## src/rtl/keypad_scan_if.sv

```systemverilog
`default_nettype none
// ============================================================================
//  Module   : keypad_scan_if
//  Purpose  : Key-code valid/ready channel from the scanner to its consumer.
//  Revision : 1.0
// ============================================================================
interface keypad_scan_if #(
  parameter int K = 4
) ();
  logic [K-1:0] key;
  logic         key_valid;
  logic         key_ready;

  modport master (output key, output key_valid, input key_ready);
  modport slave  (input key, input key_valid, output key_ready);
endinterface
`default_nettype wire

```

## src/rtl/keypad_scan.sv

```systemverilog
`default_nettype none
// ============================================================================
//  Module   : keypad_scan
//  Purpose  : Column-scanning keypad controller with debounce and a
//             one-deep valid/ready key-code output.
//  Revision : 1.0
// ============================================================================
module keypad_scan #(
  parameter int COLS     = 4,
  parameter int ROWS     = 4,
  parameter int DWELL    = 16,
  parameter int DEBOUNCE = 4,
  parameter int M        = $clog2(COLS),
  parameter int K        = $clog2(ROWS*COLS)
) (
  input  wire logic            clk,
  input  wire logic            rst_n,
  input  wire logic [ROWS-1:0] row,
  output logic      [M-1:0]    sel,
  output logic                 overrun,
  input  wire logic            clr_ovr,
  keypad_scan_if.master        bus
);

  localparam int DW = $clog2(DWELL);
  localparam int RW = (ROWS > 1) ? $clog2(ROWS) : 1;
  localparam int CW = $clog2(DEBOUNCE + 1);

  typedef enum logic [1:0] {
    ST_SCAN     = 2'd0,
    ST_DEBOUNCE = 2'd1,
    ST_EMIT     = 2'd2,
    ST_RELEASE  = 2'd3
  } state_t;

  state_t            state_q, state_d;
  logic [ROWS-1:0]   row_s1_q, row_s_q;
  logic [M-1:0]      sel_q, sel_d, sel_next;
  logic [DW-1:0]     dwell_q, dwell_d;
  logic [CW-1:0]     match_q, match_d;
  logic [CW-1:0]     rel_q, rel_d;
  logic [M-1:0]      cap_col_q, cap_col_d;
  logic [RW-1:0]     cap_row_q, cap_row_d;
  logic [K-1:0]      key_q, key_d;
  logic              key_valid_q, key_valid_d;
  logic              overrun_q, overrun_d;
  logic              dwell_end, row_hit, load, drop;
  logic [RW-1:0]     row_idx;
  logic [K-1:0]      key_code;

  assign dwell_end = (dwell_q == DW'(DWELL - 1));
  assign row_hit   = |row_s_q;
  assign sel_next  = (sel_q == M'(COLS - 1)) ? '0 : sel_q + M'(1);
  assign key_code  = K'(cap_row_q) * K'(COLS) + K'(cap_col_q);
  assign load      = (state_q == ST_EMIT) && (!key_valid_q || bus.key_ready);
  assign drop      = (state_q == ST_EMIT) && !load;

  // Descending scan so the last assignment leaves the lowest set row.
  always_comb begin
    row_idx = '0;
    for (int r = ROWS - 1; r >= 0; r--) begin
      if (row_s_q[r]) row_idx = RW'(r);
    end
  end

  always_comb begin
    state_d   = state_q;
    sel_d     = sel_q;
    match_d   = match_q;
    rel_d     = rel_q;
    cap_col_d = cap_col_q;
    cap_row_d = cap_row_q;
    // SEL only moves on a dwell end, so wrapping here also restarts the dwell.
    dwell_d   = dwell_end ? '0 : dwell_q + DW'(1);

    case (state_q)
      ST_SCAN: begin
        if (dwell_end) begin
          if (!row_hit) begin
            sel_d = sel_next;
          end else begin
            cap_col_d = sel_q;
            cap_row_d = row_idx;
            match_d   = CW'(1);
            state_d   = (DEBOUNCE == 1) ? ST_EMIT : ST_DEBOUNCE;
          end
        end
      end
      ST_DEBOUNCE: begin
        if (dwell_end) begin
          if (row_hit && (row_idx == cap_row_q)) begin
            match_d = match_q + CW'(1);
            if (match_q + CW'(1) == CW'(DEBOUNCE)) state_d = ST_EMIT;
          end else begin
            state_d = ST_SCAN;
            sel_d   = sel_next;
          end
        end
      end
      ST_EMIT: begin
        rel_d   = '0;
        state_d = ST_RELEASE;
      end
      default: begin
        if (dwell_end) begin
          if (row_hit) begin
            rel_d = '0;
          end else if (rel_q + CW'(1) == CW'(DEBOUNCE)) begin
            rel_d   = '0;
            state_d = ST_SCAN;
            sel_d   = sel_next;
          end else begin
            rel_d = rel_q + CW'(1);
          end
        end
      end
    endcase
  end

  always_comb begin
    key_d       = key_q;
    key_valid_d = key_valid_q;
    if (load) begin
      key_d       = key_code;
      key_valid_d = 1'b1;
    end else if (key_valid_q && bus.key_ready) begin
      key_valid_d = 1'b0;
    end
    // Set beats a coincident clear.
    overrun_d = drop ? 1'b1 : (clr_ovr ? 1'b0 : overrun_q);
  end

  always_ff @(posedge clk or negedge rst_n) begin
    if (!rst_n) begin
      state_q     <= ST_SCAN;
      row_s1_q    <= '0;
      row_s_q     <= '0;
      sel_q       <= '0;
      dwell_q     <= '0;
      match_q     <= '0;
      rel_q       <= '0;
      cap_col_q   <= '0;
      cap_row_q   <= '0;
      key_q       <= '0;
      key_valid_q <= 1'b0;
      overrun_q   <= 1'b0;
    end else begin
      state_q     <= state_d;
      row_s1_q    <= row;
      row_s_q     <= row_s1_q;
      sel_q       <= sel_d;
      dwell_q     <= dwell_d;
      match_q     <= match_d;
      rel_q       <= rel_d;
      cap_col_q   <= cap_col_d;
      cap_row_q   <= cap_row_d;
      key_q       <= key_d;
      key_valid_q <= key_valid_d;
      overrun_q   <= overrun_d;
    end
  end

  assign sel           = sel_q;
  assign overrun       = overrun_q;
  assign bus.key       = key_q;
  assign bus.key_valid = key_valid_q;

endmodule
`default_nettype wire
```

## src/flat_wrapper.sv

```systemverilog
// flat-port wrapper written by rule: the top's interface ports become plain ports
module keypad_scan_flat 
#(
  parameter int COLS     = 4,
  parameter int ROWS     = 4,
  parameter int DWELL    = 16,
  parameter int DEBOUNCE = 4,
  parameter int M        = $clog2(COLS),
  parameter int K        = $clog2(ROWS*COLS)
)
  (clk, rst_n, row, sel, overrun, clr_ovr, bus_key, bus_key_valid, bus_key_ready);
  keypad_scan_if #(.K(K)) bus_i ();
  input  wire logic clk;
  input  wire logic rst_n;
  input  wire logic [ROWS-1:0] row;
  output logic      [M-1:0] sel;
  output logic overrun;
  input  wire logic clr_ovr;
  output wire logic [$bits(bus_i.key)-1:0] bus_key;
  output wire logic [$bits(bus_i.key_valid)-1:0] bus_key_valid;
  input wire logic [$bits(bus_i.key_ready)-1:0] bus_key_ready;
  assign bus_key = bus_i.key;
  assign bus_key_valid = bus_i.key_valid;
  assign bus_i.key_ready = bus_key_ready;
  keypad_scan #(.COLS(COLS), .ROWS(ROWS), .DWELL(DWELL), .DEBOUNCE(DEBOUNCE), .M(M), .K(K)) u_core (.clk(clk), .rst_n(rst_n), .row(row), .sel(sel), .overrun(overrun), .clr_ovr(clr_ovr), .bus(bus_i));
endmodule
```

## config.mk

```make
export PLATFORM = sky130hd
export DESIGN_NAME = keypad_scan_flat
export DESIGN_NICKNAME = d
export VERILOG_FILES = /design/src/rtl/keypad_scan_if.sv /design/src/rtl/keypad_scan.sv /design/src/flat_wrapper.sv
export SDC_FILE = /design/constraint.sdc
export NUM_CORES = 1
export LEC_CHECK = 0
export BUFFER_PORTS_ARGS = -buffer_cell sky130_fd_sc_hd__buf_2
export CORE_MARGIN = 1
export CORE_UTILIZATION = 50
export CTS_BUF_LIST = sky130_fd_sc_hd__clkbuf_4
export DETAILED_ROUTE_END_ITERATION = 12
export HOLD_SLACK_MARGIN = 0.03
export PLACE_DENSITY = 0.7
export SLEW_MARGIN = 20
export SYNTH_ARGS = -nofsm -noshare
export SYNTH_HDL_FRONTEND = slang
export SYNTH_SLANG_ARGS = --single-unit
```

## constraint.sdc

```tcl
create_clock -name clk -period 2.2 [get_ports clk]
set_input_delay 0.11 -clock clk [delete_from_list [all_inputs] [get_ports clk]]
set_output_delay 0.11 -clock clk [all_outputs]
set_load 0.1 [all_outputs]
```

==> impl_metrics.yaml, run 1 <==
outcome:
  outcome: "finished clean"
clock_tree:
  clkSinkCount: 32
  ctsResizeCount: 0
  hold_buffers: 6
  cts_buffers: 5
  clk-insertion-delay-late_ns: 0.33
  clock-root-buffer: "clkbuf_4"
  cts_buffer_depth: 2
  cts_tree: "built"
  h-tree-depth: 2
  clkTransAtPathRegs_ns: 0.10
  post_cts_buffers: 0
power:
  pwr-share-clk_pct: 35.8
  internal_power_w: 0.000900
  power_frac_comb_pct: 11.3
  peakVddDrop_mv: 0.545
  switchingPower_w: 0.000330
  seqPwrFrac_pct: 52.9
  power_density_mw_per_mm2: 744
  p_leak_nw: 0.810
  p_sw_share_pct: 26.8
timing:
  worstMarginPinSlew_ns: 0.673
  tns_ns: 0
  slew_headroom_pct: 55.2
  max_clock_freq_mhz: 541
  finalCritPeriodShare_pct: 84.1
  period_needed_ns: 1.85
  rsz0062_at_grt: "no"
  finalMaxSlewViolations: 0
  clock_skew_ns: 0.00687
  setup_viol: 0
  finalHoldViolations: 0
synthesis:
  synthCells: 121
  synth_top_cell_area_share_pct: 56.8
  ys_warn_count: 0
  synth-seq-cells: 32
  mappedNetlistArea_mm2: 0.00141
  ys.flop_type: "dfrtp_1"
  synth_cell_type_count: 32
  synth-async-reset-ratio_pct: 100
  synth_top_area_cell: "dfrtp_1"
  seq_area_frac_synth_pct: 56.8
  ys_top_cells_by_area: "dfrtp_1, ha_1, mux2_2"
  synth_edf_count: 0
  postSynthAreaPerCell_um2: 11.7
  syn_nets: 135
worst_setup_path:
  crit_type: "flop to flop"
  worst_ep_required_time_ns: 2.42
  end_kind: "flop"
  cp_max_fo: 5
  start_kind: "flop"
  worstPathArrival_ns: 2.07
global_route:
  grt_max_degree: 33
  grtUsageTotal_pct: 20.8
  grt_pass1_wl_mm: 4.17
  first_global_vias: 993
  antenna_found_initial: 0
  grt_overflow: 0
floorplanning:
  coreArea_mm2: 0.00257
  die_h_um: 55.1
  die_w_um: 55.1
  dieArea_mm2: 0.00304
  fp-row-count: 18
  initial_utilization_pct: 54.9
  ios: 16
routing:
  routed_wl_mm: 2.54
  viasPerCell: 5.74
  final_antenna_net_count: 0
  wl_per_cell_um: 14.3
  drtIter0Drc: 21
  post-route-drc-count: 0
  firstDrtPassIters: 4
  vias: 1022
cells_and_area:
  final_cell_mix: "dfrtp_1, buf_2, nand2_1"
  drive_gt1_share_pct: 20.9
  final_common_cell: "dfrtp_1"
  area_delta_synth_final_pct: 17.2
  final_nets: 161
  insertedDiodeCount: 0
  final_area_mm2: 0.00165
job:
  drv_cap: 0
place:
  io_buffers: 15
  gp_congestion: 0.846
  post-dp-hpwl_mm: 1.81
  dpl-instance-area_mm2: 0.00151
min_path:
  min_path_type: "primary input to flop"
==> worst max-delay path: stages, from the launching register on <==
cell	delay [ns]
dfrtp_1	0.44
ha_1	0.23
xor2_1	0.20
and3_1	0.23
a31oi_1	0.11
a21oi_2	0.19
mux2_1	0.34
==> synth_stat cells (2+ instances only) <==
master / n
a21boi_0: 2
a21oi_1: 6
a22o_1: 4
a31oi_1: 2
and3_1: 3
buf_2: 2
dfrtp_1: 32
ha_1: 6
inv_1: 5
mux2_1: 2
mux2_2: 6
nand2_1: 11
nand2b_1: 3
nand3_1: 5
nor2_1: 6
nor3b_1: 2
o21ai_0: 8
xor2_1: 2
==> flip-flops by register name (all words and copies together), names as in the netlist <==
register	count
u_core.cap_row_q	2
u_core.overrun	1
u_core.row_s_q	4
u_core.bus.key	4
u_core.sel	2
u_core.row_s1_q	4
u_core.rel_q	3
u_core.bus.key_valid	1
u_core.dwell_q	4
u_core.cap_col_q	2
u_core.state_q	2
u_core.match_q	3
==> stage by stage <==
stage | hold WS [ns] | setup WS [ns] | instances | util [%] | total power [W]
3_5_place_dp | 0.192 | 0.383 | 164 | 58.9 | 0.000792
6_report | 0.0780 | 0.351 | 178 | 64.4 | 0.00123
3_3_place_gp | 0.182 | 0.428 | 164 | 58.9 | 0.000786
4_1_cts | 0.0609 | 0.357 | 178 | 64.4 | 0.00125
5_1_grt | 0.102 | 0.250 | 178 | 64.4 | 0.00129
2_1_floorplan | -0.186 | 0.459 | 121 | - | 0.000751
==> power groups by stage <==
| stage | registers [W] | logic (W) | clock network [W] |
|---|---|---|---|
| 6_report | 0.000651 | 0.000138 | 0.000440 |
| 3_5_place_dp | 0.000662 | 0.000131 | 0 |
| 3_3_place_gp | 0.000659 | 0.000127 | 0 |
| 4_1_cts | 0.000651 | 0.000140 | 0.000458 |
| 2_1_floorplan | 0.000693 | 0.0000582 | 0 |
| 5_1_grt | 0.000656 | 0.000155 | 0.000481 |
==> worst paths after layout <==
kind                                     from              endpoint  slack, ns  cells past startpoint
max                           u_core.rel_q[0]         u_core.sel[0]       0.35                      6
min                             bus_key_ready  u_core.bus.key_valid       0.08                      3
max reg2reg                   u_core.rel_q[0]         u_core.sel[0]       0.35                      6
min reg2reg                u_core.row_s1_q[2]     u_core.row_s_q[2]       0.36                      0
max in group asynchronous               rst_n     u_core.row_s_q[2]       1.43                      2
min in group asynchronous               rst_n     u_core.dwell_q[3]       0.33                      2
==> cell families after synthesis <==
logic type | after synthesis | synth area share, %
buffers and inverters | 7 | 2.04
XOR/XNOR | 2 | 1.24
adder cells (fa/ha/maj) | 6 | 5.32
multiplexers | 9 | 7.10
AND/OR/NAND/NOR | 37 | 14.8
AO/OA/AOI/OAI | 28 | 12.7
flip-flops | 32 | 56.8
==> routing by layer <==
layer	track usage (%)	wire length, um
met4	11.7	82
met1	22.8	1130
met2	34.1	1240
met5	0	0
met3	8.20	91
==> final cells by class <==
type,instances,area [um2]
Clock buffer,5,37.5
Clock inverter,3,42.5
Fill cell,216,915
Inverter,5,18.8
Multi-Input combinational cell,82,581
Sequential cell,32,801
Tap cell,30,37.5
Timing Repair Buffer,21,135
Power figures use the tool's default switching activity.
==> run 2, diff against run 1 <==
- ABC_AREA: default -> 1
- PLACE_DENSITY: 0.7 -> 0.72
- clock period: 2.2 -> 1.5 ns (I/O delays scaled with it)
==> run 2 against run 1 <==
The run now ends with DRC left. Synthesized area rose by 7.9%. Final cell count rose by 28%. Total power rose by 140%. Combinational power rose to 8.5 times the previous value. Maximum frequency rose by 32%. Register-to-register slack got worse by 0.25 ns. Critical path type unchanged. Critical endpoint is now u_core.state_q[0]. Highest routed layer unchanged.
==> impl_metrics.yaml, run 2 <==
place:
  dp_slack_ns: 0.0529
  dp.cells: 210
  dpl-instance-area_mm2: 0.00167
  gp_congestion: 0.777
  post-dp-hpwl_mm: 1.80
  io_buffers: 15
global_route:
  grt_overflow: 0
  antenna_found_initial: 0
  first_global_vias: 1165
  grt_max_degree: 30
  grtUsageTotal_pct: 19.4
  grt_pass1_wl_mm: 4.77
synthesis:
  mappedNetlistArea_mm2: 0.00152
  seq_area_frac_synth_pct: 52.6
  synth_cell_type_count: 30
  ys_top_cells_by_count: "nand2_1, dfrtp_1, inv_1"
  synth_top_cell_area_share_pct: 52.6
  synth-seq-cells: 32
  syn_nets: 176
  ys_top_cells_by_area: "dfrtp_1, nand2_1, ha_1"
  synth-async-reset-ratio_pct: 100
  synth.most_common_cell: "nand2_1"
  ys.flop_type: "dfrtp_1"
  synth_top_area_cell: "dfrtp_1"
  ys_warn_count: 0
  synth_edf_count: 0
  synthCells: 162
  postSynthAreaPerCell_um2: 9.39
worst_setup_path:
  crit_top_cell: "nor2_1"
  ff2ff_setup_slack_ns: 0.1
  cp_max_fo: 3
  cpMaxStageDelayCell: "dfrtp_1"
  worstPathArrival_ns: 1.64
  ff2ff_path_depth: 10
  start_kind: "flop"
  r2r-end: "u_core.state_q[0]"
  end_kind: "flop"
  worst_ep_required_time_ns: 1.74
  path_cells: "ha_2, inv_1, nand2_2, nand3_4, nor2_2, nor2_1, nor2_2, nand2_1, nor2_1, nor2_1"
  rr_startpoint: "u_core.rel_q[0]"
  crit_type: "flop to flop"
  slowest_delay_ns: 0.40
floorplanning:
  ios: 16
  initial_utilization_pct: 53.8
  dieArea_mm2: 0.00327
  coreArea_mm2: 0.00283
  fp-row-count: 19
  die_h_um: 57.2
  die_w_um: 57.2
routing:
  firstDrtPassIters: 8
  vias: 1125
  viasPerCell: 4.96
  drtIter0Drc: 30
  final_antenna_net_count: 0
  wl_per_cell_um: 11.0
  post-route-drc-count: 3
  routed_wl_mm: 2.49
power:
  power_density_mw_per_mm2: 1600
  pwr-share-clk_pct: 22.1
  switchingPower_w: 0.00131
  p_sw_share_pct: 43.7
  peakVddDrop_mv: 0.664
  power_frac_comb_pct: 38.9
  p_leak_nw: 0.971
  internal_power_w: 0.00169
  seqPwrFrac_pct: 39.0
timing:
  finalHoldViolations: 0
  tns_ns: 0
  finalCritPeriodShare_pct: 93.4
  worstMarginPinSlew_ns: 0.485
  max_clock_freq_mhz: 714
  clock_skew_ns: 0.0113
  layout_setup_ws_ns: 0.0989
  setup_viol: 0
  slew_headroom_pct: 67.9
  finalMaxSlewViolations: 0
  period_needed_ns: 1.40
  rsz0062_at_grt: "yes"
min_path:
  hold_start: "bus_key_ready"
  holdPathStages: 4
  min_path_type: "primary input to flop"
  hold_end: "u_core.bus.key_valid"
cells_and_area:
  layout.cells.non_filler: 227
  final_area_mm2: 0.00188
  area_delta_synth_final_pct: 23.4
  final_nets: 209
  nFillCells: 223
  drive_gt1_share_pct: 32.1
  final_cell_mix: "nand2_1, dfrtp_1, inv_1"
  final_common_cell: "nand2_1"
  insertedDiodeCount: 0
outcome:
  outcome: "finished, violations left"
  violations: "DRC"
clock_tree:
  h-tree-depth: 2
  clk-insertion-delay-late_ns: 0.34
  clock-root-buffer: "clkbuf_4"
  cts_buffers: 5
  cts_tree: "built"
  cts_buffer_depth: 2
  clkTransAtPathRegs_ns: 0.10
  clkSinkCount: 32
job:
  drv_cap: 0
[run 2: changes by cell type in the layout (fill, tap and decap cells not counted), moves of 4 or more]
cell	before	now
nand2_1	11	46
inv_1	5	17
o21ai_0	8	1
mux2_2	6	0
a21oi_1	6	1
inv_2	0	5
nor2_2	0	5
a22o_1	4	0
buf_4	0	4
dfrtp_1	32	28
dfrtp_2	0	4
nand2_2	0	4
[run 2: per-layer routing]
metal,GRT usage [%],up-vias,part of all wire (%)
met4,10.8,0,2.5
met2,32.4,19,50
met1,22.9,521,43
li1,-,577,-
met3,4.76,8,3.5
met5,0,-,0
[run 2: worst max-delay path by stage]
| stage | cells after the start | slack, ns | endpoint | start |
|---|---|---|---|---|
| after CTS | 10 | 0.03 | u_core.state_q[0] | u_core.dwell_q[0] |
| after detailed placement | 10 | 0.05 | u_core.state_q[0] | u_core.dwell_q[0] |
| after global routing | 10 | -0.01 | u_core.state_q[0] | u_core.dwell_q[1] |
| after global placement | 9 | 0.13 | u_core.state_q[0] | u_core.rel_q[0] |
| final | 10 | 0.1 | u_core.state_q[0] | u_core.rel_q[0] |
| after floorplan | 5 | 0.09 | u_core.bus.key[0] | u_core.bus.key_valid |
[run 2: cell families (layout without fill, tap and decap cells)]
logic type               count (synthesis)  count (layout)  share of synthesized area [%]
AND/OR/NAND/NOR                         84              84                           27.2
multiplexers                             4               4                           3.62
flip-flops                              32              32                           52.6
adder cells (fa/ha/maj)                  6               6                           4.93
buffers and inverters                   24              58                           6.25
AO/OA/AOI/OAI                           10              10                           4.19
XOR/XNOR                                 2               2                           1.15
[run 2: critical path, delay by kind of cell (launching register included)]
kind	cells	cell delay, ns
buffers and inverters	1	0.05
adder cells (fa/ha/maj)	1	0.20
flip-flops	1	0.40
AND/OR/NAND/NOR	8	0.65
[run 2: area by class of cell]
type / count / area (um2) / share of cell area, %
flip-flops and latches: 32 / 806 / 42.9
multi-input cells: 106 / 673 / 35.8
repair buffers: 26 / 185 / 9.86
inverters: 24 / 95.1 / 5.06
clock buffers: 6 / 45.0 / 2.40
well taps: 31 / 38.8 / 2.07
clock inverters: 2 / 35.0 / 1.87
[run 2: what timing repair did]
item,in CTS,in global routing
endpoints found under the hold margin,37,0
buffers inserted,0,3
setup endpoints to repair,0,7
gates resized for setup,0,12
hold buffers,6,0
[run 2: power by group through the flow]
stage          Clock [W]  Sequential [W]  Combinational (W)
5_1_grt         0.000713         0.00119            0.00129
2_1_floorplan          0         0.00161           0.000493
3_3_place_gp           0         0.00117            0.00113
6_report        0.000662         0.00117            0.00117
3_5_place_dp           0         0.00118            0.00115
4_1_cts         0.000673         0.00116            0.00117
[run 2: per-stage QoR]
step / hold WS [ns] / util (%) / total power (W)
after floorplan: -0.221 / - / 0.00210
after global placement: -0.109 / 58.9 / 0.00230
after detailed placement: -0.107 / 58.9 / 0.00234
after CTS: 0.0489 / 63.9 / 0.00301
after global routing: 0.0684 / 66.4 / 0.00319
final: 0.0490 / 66.4 / 0.00300
